**src/rtl/lbi_pkg.sv**
```systemverilog
// Shared types and sizing helpers for the multi-row message/row inner-product engine.
package lbi_pkg;

  localparam int MSG_W_DEF   = 840;
  localparam int CHUNK_W_DEF = 16;
  localparam int ELEM_W_DEF  = 6;
  localparam int ROWS_DEF    = 4;

  typedef enum logic [1:0] {
    ST_IDLE = 2'd0,
    ST_RUN  = 2'd1,
    ST_DONE = 2'd2
  } lbi_state_e;

  function automatic int ceil_div(input int a, input int b);
    return (a + b - 1) / b;
  endfunction

  // Counter width that stays at least one bit for degenerate single-chunk messages.
  function automatic int cnt_width(input int n);
    return (n <= 1) ? 1 : $clog2(n);
  endfunction

endpackage

```
**src/rtl/lbi_rows_engine_if.sv**
```systemverilog
// Bus bundle between the message loader / matrix generator / packer and the engine.
interface lbi_rows_engine_if
  import lbi_pkg::*;
#(
  parameter int MSG_W   = MSG_W_DEF,
  parameter int CHUNK_W = CHUNK_W_DEF,
  parameter int ELEM_W  = ELEM_W_DEF,
  parameter int ROWS    = ROWS_DEF
) ();

  // All handshakes transfer on a clock edge where both valid and ready are high;
  // valid never waits on ready, and the producer holds its payload until the transfer.
  logic                            msg_vld;
  logic                            msg_rdy;
  logic [MSG_W-1:0]                msg_in;
  logic                            start;
  logic                            abort;
  logic [ROWS*CHUNK_W*ELEM_W-1:0]  rand_in;
  logic                            rand_vld;
  logic                            rand_rdy;
  logic [ROWS*ELEM_W-1:0]          res_out;
  logic                            res_vld;
  logic                            res_rdy;
  logic                            busy;
  lbi_state_e                      state_dbg;

  modport master (
    output msg_vld, msg_in, start, abort, rand_in, rand_vld, res_rdy,
    input  msg_rdy, rand_rdy, res_out, res_vld, busy, state_dbg
  );

  modport slave (
    input  msg_vld, msg_in, start, abort, rand_in, rand_vld, res_rdy,
    output msg_rdy, rand_rdy, res_out, res_vld, busy, state_dbg
  );

endinterface

```
**src/rtl/lbi_chunk_dot.sv**
```systemverilog
// One row's contribution for one message chunk: masked elements summed mod 2^ELEM_W.
module lbi_chunk_dot #(
  parameter int CHUNK_W = 16,
  parameter int ELEM_W  = 6
) (
  input  logic [CHUNK_W-1:0]        msg_bits,
  input  logic [CHUNK_W*ELEM_W-1:0] elems,
  output logic [ELEM_W-1:0]         sum
);

  localparam int LEAVES = (CHUNK_W <= 1) ? 1 : (1 << $clog2(CHUNK_W));

  logic [ELEM_W-1:0] tree [LEAVES];

  // Pairwise in-place reduction; each pass halves the live width, giving a balanced tree.
  always_comb begin
    for (int i = 0; i < LEAVES; i++) begin
      tree[i] = '0;
    end
    for (int i = 0; i < CHUNK_W; i++) begin
      if (msg_bits[i]) begin
        tree[i] = elems[i*ELEM_W +: ELEM_W];
      end
    end
    for (int w = LEAVES / 2; w >= 1; w = w / 2) begin
      for (int i = 0; i < w; i++) begin
        tree[i] = tree[2*i] + tree[2*i+1];
      end
    end
    sum = tree[0];
  end

endmodule

```
**src/rtl/lbi_rows_engine.sv**
```systemverilog
// Stores one message and accumulates ROWS inner products against streamed matrix slices.
module lbi_rows_engine
  import lbi_pkg::*;
#(
  parameter int MSG_W   = MSG_W_DEF,
  parameter int CHUNK_W = CHUNK_W_DEF,
  parameter int ELEM_W  = ELEM_W_DEF,
  parameter int ROWS    = ROWS_DEF
) (
  input  logic               clk,
  input  logic               reset,
  lbi_rows_engine_if.slave   bus
);

  localparam int NCHUNK = ceil_div(MSG_W, CHUNK_W);
  localparam int CNT_W  = cnt_width(NCHUNK);
  localparam logic [CNT_W-1:0] LAST_CNT = CNT_W'(NCHUNK - 1);

  lbi_state_e                    state_q, state_d;
  logic [CNT_W-1:0]              cnt_q, cnt_d;
  logic [ROWS-1:0][ELEM_W-1:0]   acc_q, acc_d, dot;
  logic [NCHUNK-1:0][CHUNK_W-1:0] msg_q, msg_d;
  logic                          msg_loaded_q, msg_loaded_d;
  logic [NCHUNK*CHUNK_W-1:0]     msg_flat;
  logic [CHUNK_W-1:0]            cur_chunk;

  // Tail of the last chunk beyond MSG_W is zero so it never contributes.
  always_comb begin
    msg_flat = '0;
    msg_flat[MSG_W-1:0] = bus.msg_in;
  end

  assign cur_chunk = msg_q[cnt_q];

  for (genvar r = 0; r < ROWS; r++) begin : g_row
    lbi_chunk_dot #(
      .CHUNK_W (CHUNK_W),
      .ELEM_W  (ELEM_W)
    ) u_dot (
      .msg_bits (cur_chunk),
      .elems    (bus.rand_in[r*CHUNK_W*ELEM_W +: CHUNK_W*ELEM_W]),
      .sum      (dot[r])
    );
  end

  always_comb begin
    state_d      = state_q;
    cnt_d        = cnt_q;
    acc_d        = acc_q;
    msg_d        = msg_q;
    msg_loaded_d = msg_loaded_q;
    unique case (state_q)
      ST_IDLE: begin
        if (bus.msg_vld) begin
          msg_d        = msg_flat;
          msg_loaded_d = 1'b1;
        end
        if (bus.start && (msg_loaded_q || bus.msg_vld)) begin
          acc_d   = '0;
          cnt_d   = '0;
          state_d = ST_RUN;
        end
      end
      ST_RUN: begin
        if (bus.abort) begin
          acc_d   = '0;
          cnt_d   = '0;
          state_d = ST_IDLE;
        end else if (bus.rand_vld) begin
          for (int r = 0; r < ROWS; r++) begin
            acc_d[r] = acc_q[r] + dot[r];
          end
          if (cnt_q == LAST_CNT) begin
            state_d = ST_DONE;
          end else begin
            cnt_d = cnt_q + CNT_W'(1);
          end
        end
      end
      ST_DONE: begin
        if (bus.abort) begin
          acc_d   = '0;
          cnt_d   = '0;
          state_d = ST_IDLE;
        end else if (bus.res_rdy) begin
          state_d = ST_IDLE;
        end
      end
      default: state_d = ST_IDLE;
    endcase
  end

  always_ff @(posedge clk or posedge reset) begin
    if (reset) begin
      state_q      <= ST_IDLE;
      cnt_q        <= '0;
      acc_q        <= '0;
      msg_q        <= '0;
      msg_loaded_q <= 1'b0;
    end else begin
      state_q      <= state_d;
      cnt_q        <= cnt_d;
      acc_q        <= acc_d;
      msg_q        <= msg_d;
      msg_loaded_q <= msg_loaded_d;
    end
  end

  assign bus.msg_rdy   = (state_q == ST_IDLE);
  assign bus.rand_rdy  = (state_q == ST_RUN);
  assign bus.res_vld   = (state_q == ST_DONE);
  assign bus.busy      = (state_q != ST_IDLE);
  assign bus.res_out   = acc_q;
  assign bus.state_dbg = state_q;

endmodule

```
**src/flat_wrapper.sv**
```systemverilog
// flat-port wrapper written by rule: the top's interface ports become plain ports
module lbi_rows_engine_flat import lbi_pkg::*;
#(
  parameter int MSG_W   = MSG_W_DEF,
  parameter int CHUNK_W = CHUNK_W_DEF,
  parameter int ELEM_W  = ELEM_W_DEF,
  parameter int ROWS    = ROWS_DEF
)
  (clk, reset, bus_msg_vld, bus_msg_in, bus_start, bus_abort, bus_rand_in, bus_rand_vld, bus_res_rdy, bus_msg_rdy, bus_rand_rdy, bus_res_out, bus_res_vld, bus_busy, bus_state_dbg);
  lbi_rows_engine_if #(.MSG_W(MSG_W), .CHUNK_W(CHUNK_W), .ELEM_W(ELEM_W), .ROWS(ROWS)) bus_i ();
  input  logic clk;
  input  logic reset;
  input wire logic [$bits(bus_i.msg_vld)-1:0] bus_msg_vld;
  input wire logic [$bits(bus_i.msg_in)-1:0] bus_msg_in;
  input wire logic [$bits(bus_i.start)-1:0] bus_start;
  input wire logic [$bits(bus_i.abort)-1:0] bus_abort;
  input wire logic [$bits(bus_i.rand_in)-1:0] bus_rand_in;
  input wire logic [$bits(bus_i.rand_vld)-1:0] bus_rand_vld;
  input wire logic [$bits(bus_i.res_rdy)-1:0] bus_res_rdy;
  output wire logic [$bits(bus_i.msg_rdy)-1:0] bus_msg_rdy;
  output wire logic [$bits(bus_i.rand_rdy)-1:0] bus_rand_rdy;
  output wire logic [$bits(bus_i.res_out)-1:0] bus_res_out;
  output wire logic [$bits(bus_i.res_vld)-1:0] bus_res_vld;
  output wire logic [$bits(bus_i.busy)-1:0] bus_busy;
  output wire logic [$bits(bus_i.state_dbg)-1:0] bus_state_dbg;
  assign bus_i.msg_vld = bus_msg_vld;
  assign bus_i.msg_in = bus_msg_in;
  assign bus_i.start = bus_start;
  assign bus_i.abort = bus_abort;
  assign bus_i.rand_in = bus_rand_in;
  assign bus_i.rand_vld = bus_rand_vld;
  assign bus_i.res_rdy = bus_res_rdy;
  assign bus_msg_rdy = bus_i.msg_rdy;
  assign bus_rand_rdy = bus_i.rand_rdy;
  assign bus_res_out = bus_i.res_out;
  assign bus_res_vld = bus_i.res_vld;
  assign bus_busy = bus_i.busy;
  assign bus_state_dbg = bus_i.state_dbg;
  lbi_rows_engine #(.MSG_W(MSG_W), .CHUNK_W(CHUNK_W), .ELEM_W(ELEM_W), .ROWS(ROWS)) u_core (.clk(clk), .reset(reset), .bus(bus_i));
endmodule
```
**config.mk**
```make
export PLATFORM = sky130hd
export DESIGN_NAME = lbi_rows_engine_flat
export DESIGN_NICKNAME = d
export VERILOG_FILES = /design/src/rtl/lbi_pkg.sv /design/src/rtl/lbi_rows_engine_if.sv /design/src/rtl/lbi_chunk_dot.sv /design/src/rtl/lbi_rows_engine.sv /design/src/flat_wrapper.sv
export SDC_FILE = /design/constraint.sdc
export NUM_CORES = 2
export LEC_CHECK = 0
export CELL_PAD_IN_SITES_DETAIL_PLACEMENT = 0
export CELL_PAD_IN_SITES_GLOBAL_PLACEMENT = 1
export CORE_AREA = 3 3 491 493
export DETAILED_ROUTE_END_ITERATION = 12
export DIE_AREA = 0 0 494 496
export HOLD_SLACK_MARGIN = 0.05
export PLACE_DENSITY = 0.45
export SETUP_SLACK_MARGIN = 0.2
export SLEW_MARGIN = 20
export SYNTH_ARGS = -nofsm -noshare
export SYNTH_HDL_FRONTEND = slang
export SYNTH_SLANG_ARGS = --single-unit
```
**constraint.sdc**
```tcl
create_clock -name clk -period 46.7 [get_ports clk]
set_input_delay 11.675 -clock clk [delete_from_list [all_inputs] [get_ports clk]]
set_output_delay 11.675 -clock clk [all_outputs]
set_load 0.05 [all_outputs]
```
=== Yosys cells after proc, flatten, opt, wreduce, memory -nomap -nowiden ===
Cells that the tools add are included.

* Multipliers: 0
* Multiplexer cells: 84
* Shift-type cells: 0
* Equality and inequality tests: 9
* Add/sub/neg operators: 65
* Magnitude comparators: 1
* Div/mod/pow operators: 0
* Bitwise logic cells: 0
* Reductions and logical operators: 9

{| class="wikitable"
|+ Operators with widths
! cell !! number
|-
| two-way mux 6 bit || 69
|-
| adder 6 bit || 64
|-
| binary-select mux 16 bit (select 6 bit) || 1
|-
| two-way mux 24 bit || 4
|-
| one-hot mux 24 bit (3 select lines) || 1
|-
| one-hot mux 6 bit (3 select lines) || 1
|-
| two-way mux 16 bit || 1
|-
| two-way mux 2 bit || 6
|-
| inequality test 3 bit, second input constant || 3
|-
| AND reduction 4 bit || 2
|-
| < comparator 6 x 7 -> 1 bit, second input constant || 1
|-
| adder 6 x 1 -> 6 bit, second input constant || 1
|-
| == test 6 bit, second input constant || 1
|-
| one-hot mux 2 bit (3 select lines) || 1
|-
| AND reduction 5 bit || 1
|-
| inequality test 3 x 2 -> 1 bit, second input constant || 1
|-
| nonzero test 3 bit || 1
|-
| == test 2 x 1 -> 1 bit, second input constant || 1
|-
| == test 2 bit, second input constant || 1
|-
| zero test 2 bit || 1
|-
| inequality test 2 x 1 -> 1 bit, second input constant || 1
|-
| inequality test 2 bit, second input constant || 1
|-
| AND reduction 2 bit || 1
|-
| nonzero test 2 bit || 1
|-
| other kinds (2) || 2
|}

* Memories kept: 0
* Register bits after elaboration: 873
* Word-level logic and storage cells: 228
* Memory bits (read-only): 0
* RAM bits: 0
* Bits of input ports: 1,231
* Bits in latches: 0

=== Logic depth before layout (Yosys ltp) ===
* Depth in word-level cells: 11
* Gate-level depth with buffers: 36
* Depth with buffers taken out: 27

=== By module ===
Synthesis repeated with hierarchy kept, for this count alone.

* Cells, all modules: 3,548
* Area total of the unflattened synthesis: 49,019.5 sq um

{| class="wikitable"
|+ By module, submodules not included
! module !! area each (sq um) !! cells an instance !! instances
|-
| lbi_rows_engine || 39,815.7 || 2,526 || 1
|-
| lbi_chunk_dot at u_core.g_row[2].u_dot ... || 2,302.2 || 255 || 2
|-
| lbi_chunk_dot at u_core.g_row[0].u_dot ... || 2,299.7 || 256 || 2
|}

=== Worst setup path after synthesis ===
OpenSTA, ideal clock, no wires.

* Path type: input -> register
* From: in bus_rand_in[309]
* To: reg u_core.acc_q, in the netlist u_core.bus.res_out[23]
* Stages: 21
* Path slack: 29,847 ps
* Required time: 46,579 ps
* Data arrival time: 16,732 ps
* Library setup time: 121 ps
* Cells stage by stage: and3_1 fa_1 inv_1 fa_1 inv_1 fa_1 fa_1 fa_1 inv_1 fa_1 inv_1 ha_1 a21o_1 a21oi_1 xnor2_1 xnor2_1 xnor2_1 xnor3_1 xnor3_1 xnor3_1 a22o_1

* Word-level cells in the longest chain between the ends: 9

{| class="wikitable"
|+ RTL lines
! what !! line !! source
|-
| from (decl) || flat_wrapper.sv:17 || <nowiki>input wire logic [$bits(bus_i.rand_in)-1:0] bus_rand_in;</nowiki>
|-
| two-way mux 6 bit || lbi_chunk_dot.sv:21 || <nowiki>if (msg_bits[i]) begin</nowiki>
|-
| adder 6 bit (4 in series) || lbi_chunk_dot.sv:27 || <nowiki>tree[i] = tree[2*i] + tree[2*i+1];</nowiki>
|-
| adder 6 bit || lbi_rows_engine.sv:71 || <nowiki>acc_d[r] = acc_q[r] + dot[r];</nowiki>
|-
| two-way mux 24 bit || lbi_rows_engine.sv:69 || <nowiki>end else if (bus.rand_vld) begin</nowiki>
|-
| two-way mux 24 bit || lbi_rows_engine.sv:65 || <nowiki>if (bus.abort) begin</nowiki>
|-
| one-hot mux 24 bit (3 select lines) || lbi_rows_engine.sv:52 || <nowiki>unique case (state_q)</nowiki>
|-
| to (signal assigned) || lbi_rows_engine.sv:97 || <nowiki>acc_q <= '0;</nowiki>
|-
| to (signal assigned) || lbi_rows_engine.sv:103 || <nowiki>acc_q <= acc_d;</nowiki>
|-
| to (decl) || lbi_rows_engine.sv:21 || <nowiki>logic [ROWS-1:0][ELEM_W-1:0] acc_q, acc_d, dot;</nowiki>
|}

Every way passes these cells. The select of a mux whose other input is x is not followed.
A chain may end at the register's enable or synchronous reset.

=== Final worst setup path ===
* From: in bus_msg_vld
* To: reg u_core.msg_q[205] (netlist name)

* Word-level cells in the longest chain between the ends: 1

{| class="wikitable"
|+ RTL lines
! what !! line !! source
|-
| from (decl) || flat_wrapper.sv:13 || <nowiki>input wire logic [$bits(bus_i.msg_vld)-1:0] bus_msg_vld;</nowiki>
|-
| AND reduction 2 bit (no line) || -- ||
|-
| to (signal assigned) || lbi_rows_engine.sv:104 || <nowiki>msg_q <= msg_d;</nowiki>
|-
| to (decl) || lbi_rows_engine.sv:22 || <nowiki>logic [NCHUNK-1:0][CHUNK_W-1:0] msg_q, msg_d;</nowiki>
|}

Every way passes these cells.

==> results.rst <==
.. list-table::
   :header-rows: 1

   * - Metric
     - Value
   * - Worst slew margin
     - 0.199
   * - Critical Path Start Type
     - input pin
   * - Final Max Slew Viols
     - 0
   * - Number of H-tree levels
     - 3
   * - Cell area after technology mapping
     - 49,400 µm²
   * - Post-layout nets
     - 6,380
   * - Clock Skew
     - 0.0294 ns
   * - DR vias/cell
     - 4.31
   * - Final HPWL from detailed placement
     - 209,000 µm
   * - Core outline area
     - 237,000 µm²
   * - Port Buffer Count
     - 1,260
   * - Overall routed net length
     - 260,000 µm
   * - Total via count in the routed design
     - 35,200
   * - Fmax
     - 0.0568 GHz
   * - Arrival time worst endpoint
     - 18.23 ns
   * - Clock Sink Count
     - 873
   * - CTS clk-pin slew, worst paths
     - 0.06 ns
   * - Average wire per cell in the routed design
     - 31.8 µm
   * - Yosys top cell by area
     - sky130_fd_sc_hd__dfrtp_1
   * - Share of layout cells above drive strength 1
     - 0.271
   * - Worst Path Required
     - 47.33 ns
   * - Portion of the post-synthesis area used by sequential elements
     - 0.443
   * - Run status
     - finished, final reports clean
   * - Clock period minus final worst setup slack
     - 17.60 ns
   * - Width of the die
     - 494 µm
   * - Yosys cell types
     - 73
   * - Largest net degree at the start of global routing
     - 146
   * - Most instantiated flip-flop cell in the synthesis netlist
     - sky130_fd_sc_hd__dfrtp_1
   * - GR Util All Layers
     - 0.208
   * - First DRT Iteration DRCs
     - 1,544
   * - Standard-cell row count
     - 179
   * - Period utilisation layout
     - 0.377
   * - DRT Pass-1 Iters
     - 5
   * - Max-Cap Viols
     - 0
   * - Number of top-level pins
     - 1,261
   * - Root Driver
     - sky130_fd_sc_hd__clkbuf_16
   * - Number of setup buffers added after CTS
     - 0
   * - Kind of end point of the critical path
     - flip-flop
   * - Clock insertion delay at the later pin of the skew report
     - 0.75 ns
   * - Vertical die dimension
     - 496 µm
   * - Most instantiated library cell after synthesis
     - sky130_fd_sc_hd__dfrtp_1
   * - Cells resized by post-CTS repair
     - 0
   * - Number of CTS-inserted buffers
     - 108
   * - Total die area
     - 245,000 µm²
   * - Post-Route Setup TNS
     - 0 ns
   * - Area delta synth->final
     - 40.8%
   * - Wire length of the first global-routing pass
     - 346,000 µm
   * - Hold violation count in the final report
     - 0
   * - Hold-fix buffers at CTS
     - 0
   * - Setup repair after global routing missed its margin
     - no
   * - Area fraction of the dominant cell type after synthesis
     - 0.443
   * - Starting Density
     - 0.208
   * - Clock Tree Buf Depth
     - 3
   * - Antenna violations before repair
     - 225
   * - EDFF count, synth
     - 0
   * - Highest net fanout along the worst path
     - 73
   * - Total overflow reported by the global router
     - 0
   * - Flip-flop and latch count after synthesis
     - 873
   * - Class of the worst hold path
     - reg2reg
   * - Routability Congestion
     - 0.925
   * - Warnings, synthesis
     - 0
   * - CTS tree
     - yes
   * - Post-synthesis average cell area
     - 13.7 µm²
   * - Worst hold margin
     - 0.472 ns
   * - Top cells by count, synth
     - sky130_fd_sc_hd__dfrtp_1, sky130_fd_sc_hd__mux2_2, sky130_fd_sc_hd__nand2_1, sky130_fd_sc_hd__inv_1, sky130_fd_sc_hd__fa_1
   * - Worst-margin pin slew
     - 1.19 ns
   * - Number of antenna-violating nets in the routed design
     - 0
   * - Synth Instances
     - 3,612
   * - Syn nets
     - 5,145
   * - Final setup fails
     - 0
   * - Total DRC errors in the routed layout
     - 0
   * - Vias in the first global route
     - 38,600
   * - Most area-consuming cells after synthesis
     - sky130_fd_sc_hd__dfrtp_1, sky130_fd_sc_hd__mux2_2, sky130_fd_sc_hd__fa_1
   * - Fraction of registers with async set/reset
     - 1.00
   * - Type of the setup path with the least slack
     - in2reg
==> critical path, stage by stage <==
cell and delay [ns]:
sky130_fd_sc_hd__clkdlybuf4s50_1 0.48, sky130_fd_sc_hd__and2_4 0.84, sky130_fd_sc_hd__buf_4 0.75, sky130_fd_sc_hd__buf_4 0.81, sky130_fd_sc_hd__buf_4 0.69, sky130_fd_sc_hd__buf_4 0.61, sky130_fd_sc_hd__buf_4 0.71, sky130_fd_sc_hd__buf_4 0.90
sky130_fd_sc_hd__mux2_2 0.41
==> registers in the layout, indices dropped and copies added (netlist names) <==
signal	flops
u_core.cnt_q	6
u_core.msg_loaded_q	1
u_core.bus.state_dbg	2
u_core.bus.res_out	24
u_core.msg_q	840
==> layout by cell type (no fill, tap or decap), drive strengths merged, types with 50 or more instances in the layout <==
| cell | instances |
|---|---|
| xnor2 | 95 |
| and2 | 105 |
| fa | 252 |
| mux2i | 81 |
| dfrtp | 873 |
| nand2 | 296 |
| mux4 | 184 |
| ha | 50 |
| buf | 82 |
| clkbuf | 168 |
| inv | 276 |
| clkdlybuf4s50 | 1260 |
| mux2 | 859 |
| diode | 60 |
==> logic make-up (layout without fill, tap and decap cells) <==
group / count (synthesis) / in the layout / synth area share
xor gates and xnor gates: 122 / 122 / 0.0250
muxes: 1124 / 1124 / 0.297
DFF: 873 / 873 / 0.443
adders and majority gates: 302 / 302 / 0.115
other: 0 / 60 / 0
buffers and inverters: 489 / 1815 / 0.0445
and+or+nand+nor: 533 / 533 / 0.0514
AOI/OAI and AO/OA: 169 / 169 / 0.0246
==> through the flow <==
step,instances,setup slack (ns),instance area (µm²),utilization
CTS,8105,29.15,69300,0.292
global route,8125,28.72,69400,0.292
finish,8165,29.10,69500,0.293
detailed placement,7904,28.33,65600,0.276
global placement,7904,28.35,65600,0.276
floorplan,3612,10.49,49400,-
==> cell type report <==
class,instances,area (µm²)
clock buffers,168,3250
inverters,272,1030
flip-flops and latches,873,21900
multi-input cells,2250,25500
well taps,3167,3960
clock inverters,33,435
repair buffers,1342,13300
fillers,24600,168000
diodes,60,150
==> path summary, 6_finish.rpt <==
check / from / to / slack [ns] / cells after the start
max: bus_msg_vld / u_core.msg_q[205] / 29.10 / 9
min: u_core.msg_loaded_q / u_core.msg_loaded_q / 0.47 / 1
max reg2reg: u_core.cnt_q[1] / u_core.bus.res_out[23] / 36.38 / 29
min reg2reg: u_core.msg_loaded_q / u_core.msg_loaded_q / 0.47 / 1
max in group asynchronous: reset / u_core.msg_q[490] / 31.66 / 6
min in group asynchronous: reset / u_core.msg_q[714] / 11.38 / 2
==> metal layers <==
| metal | wire (µm) | global-route usage | vias up |
|---|---|---|---|
| met2 | 133000 | 0.371 | 1217 |
| met4 | 7420 | 0.0633 | 204 |
| met1 | 96700 | 0.229 | 18100 |
| met3 | 21400 | 0.0747 | 494 |
| li1 | - | - | 15100 |
| met5 | 1310 | 0 | - |
Power is left out: the tool's default activity adds up to more than one toggle a clock period on the data nets, which glitch-free logic cannot reach.
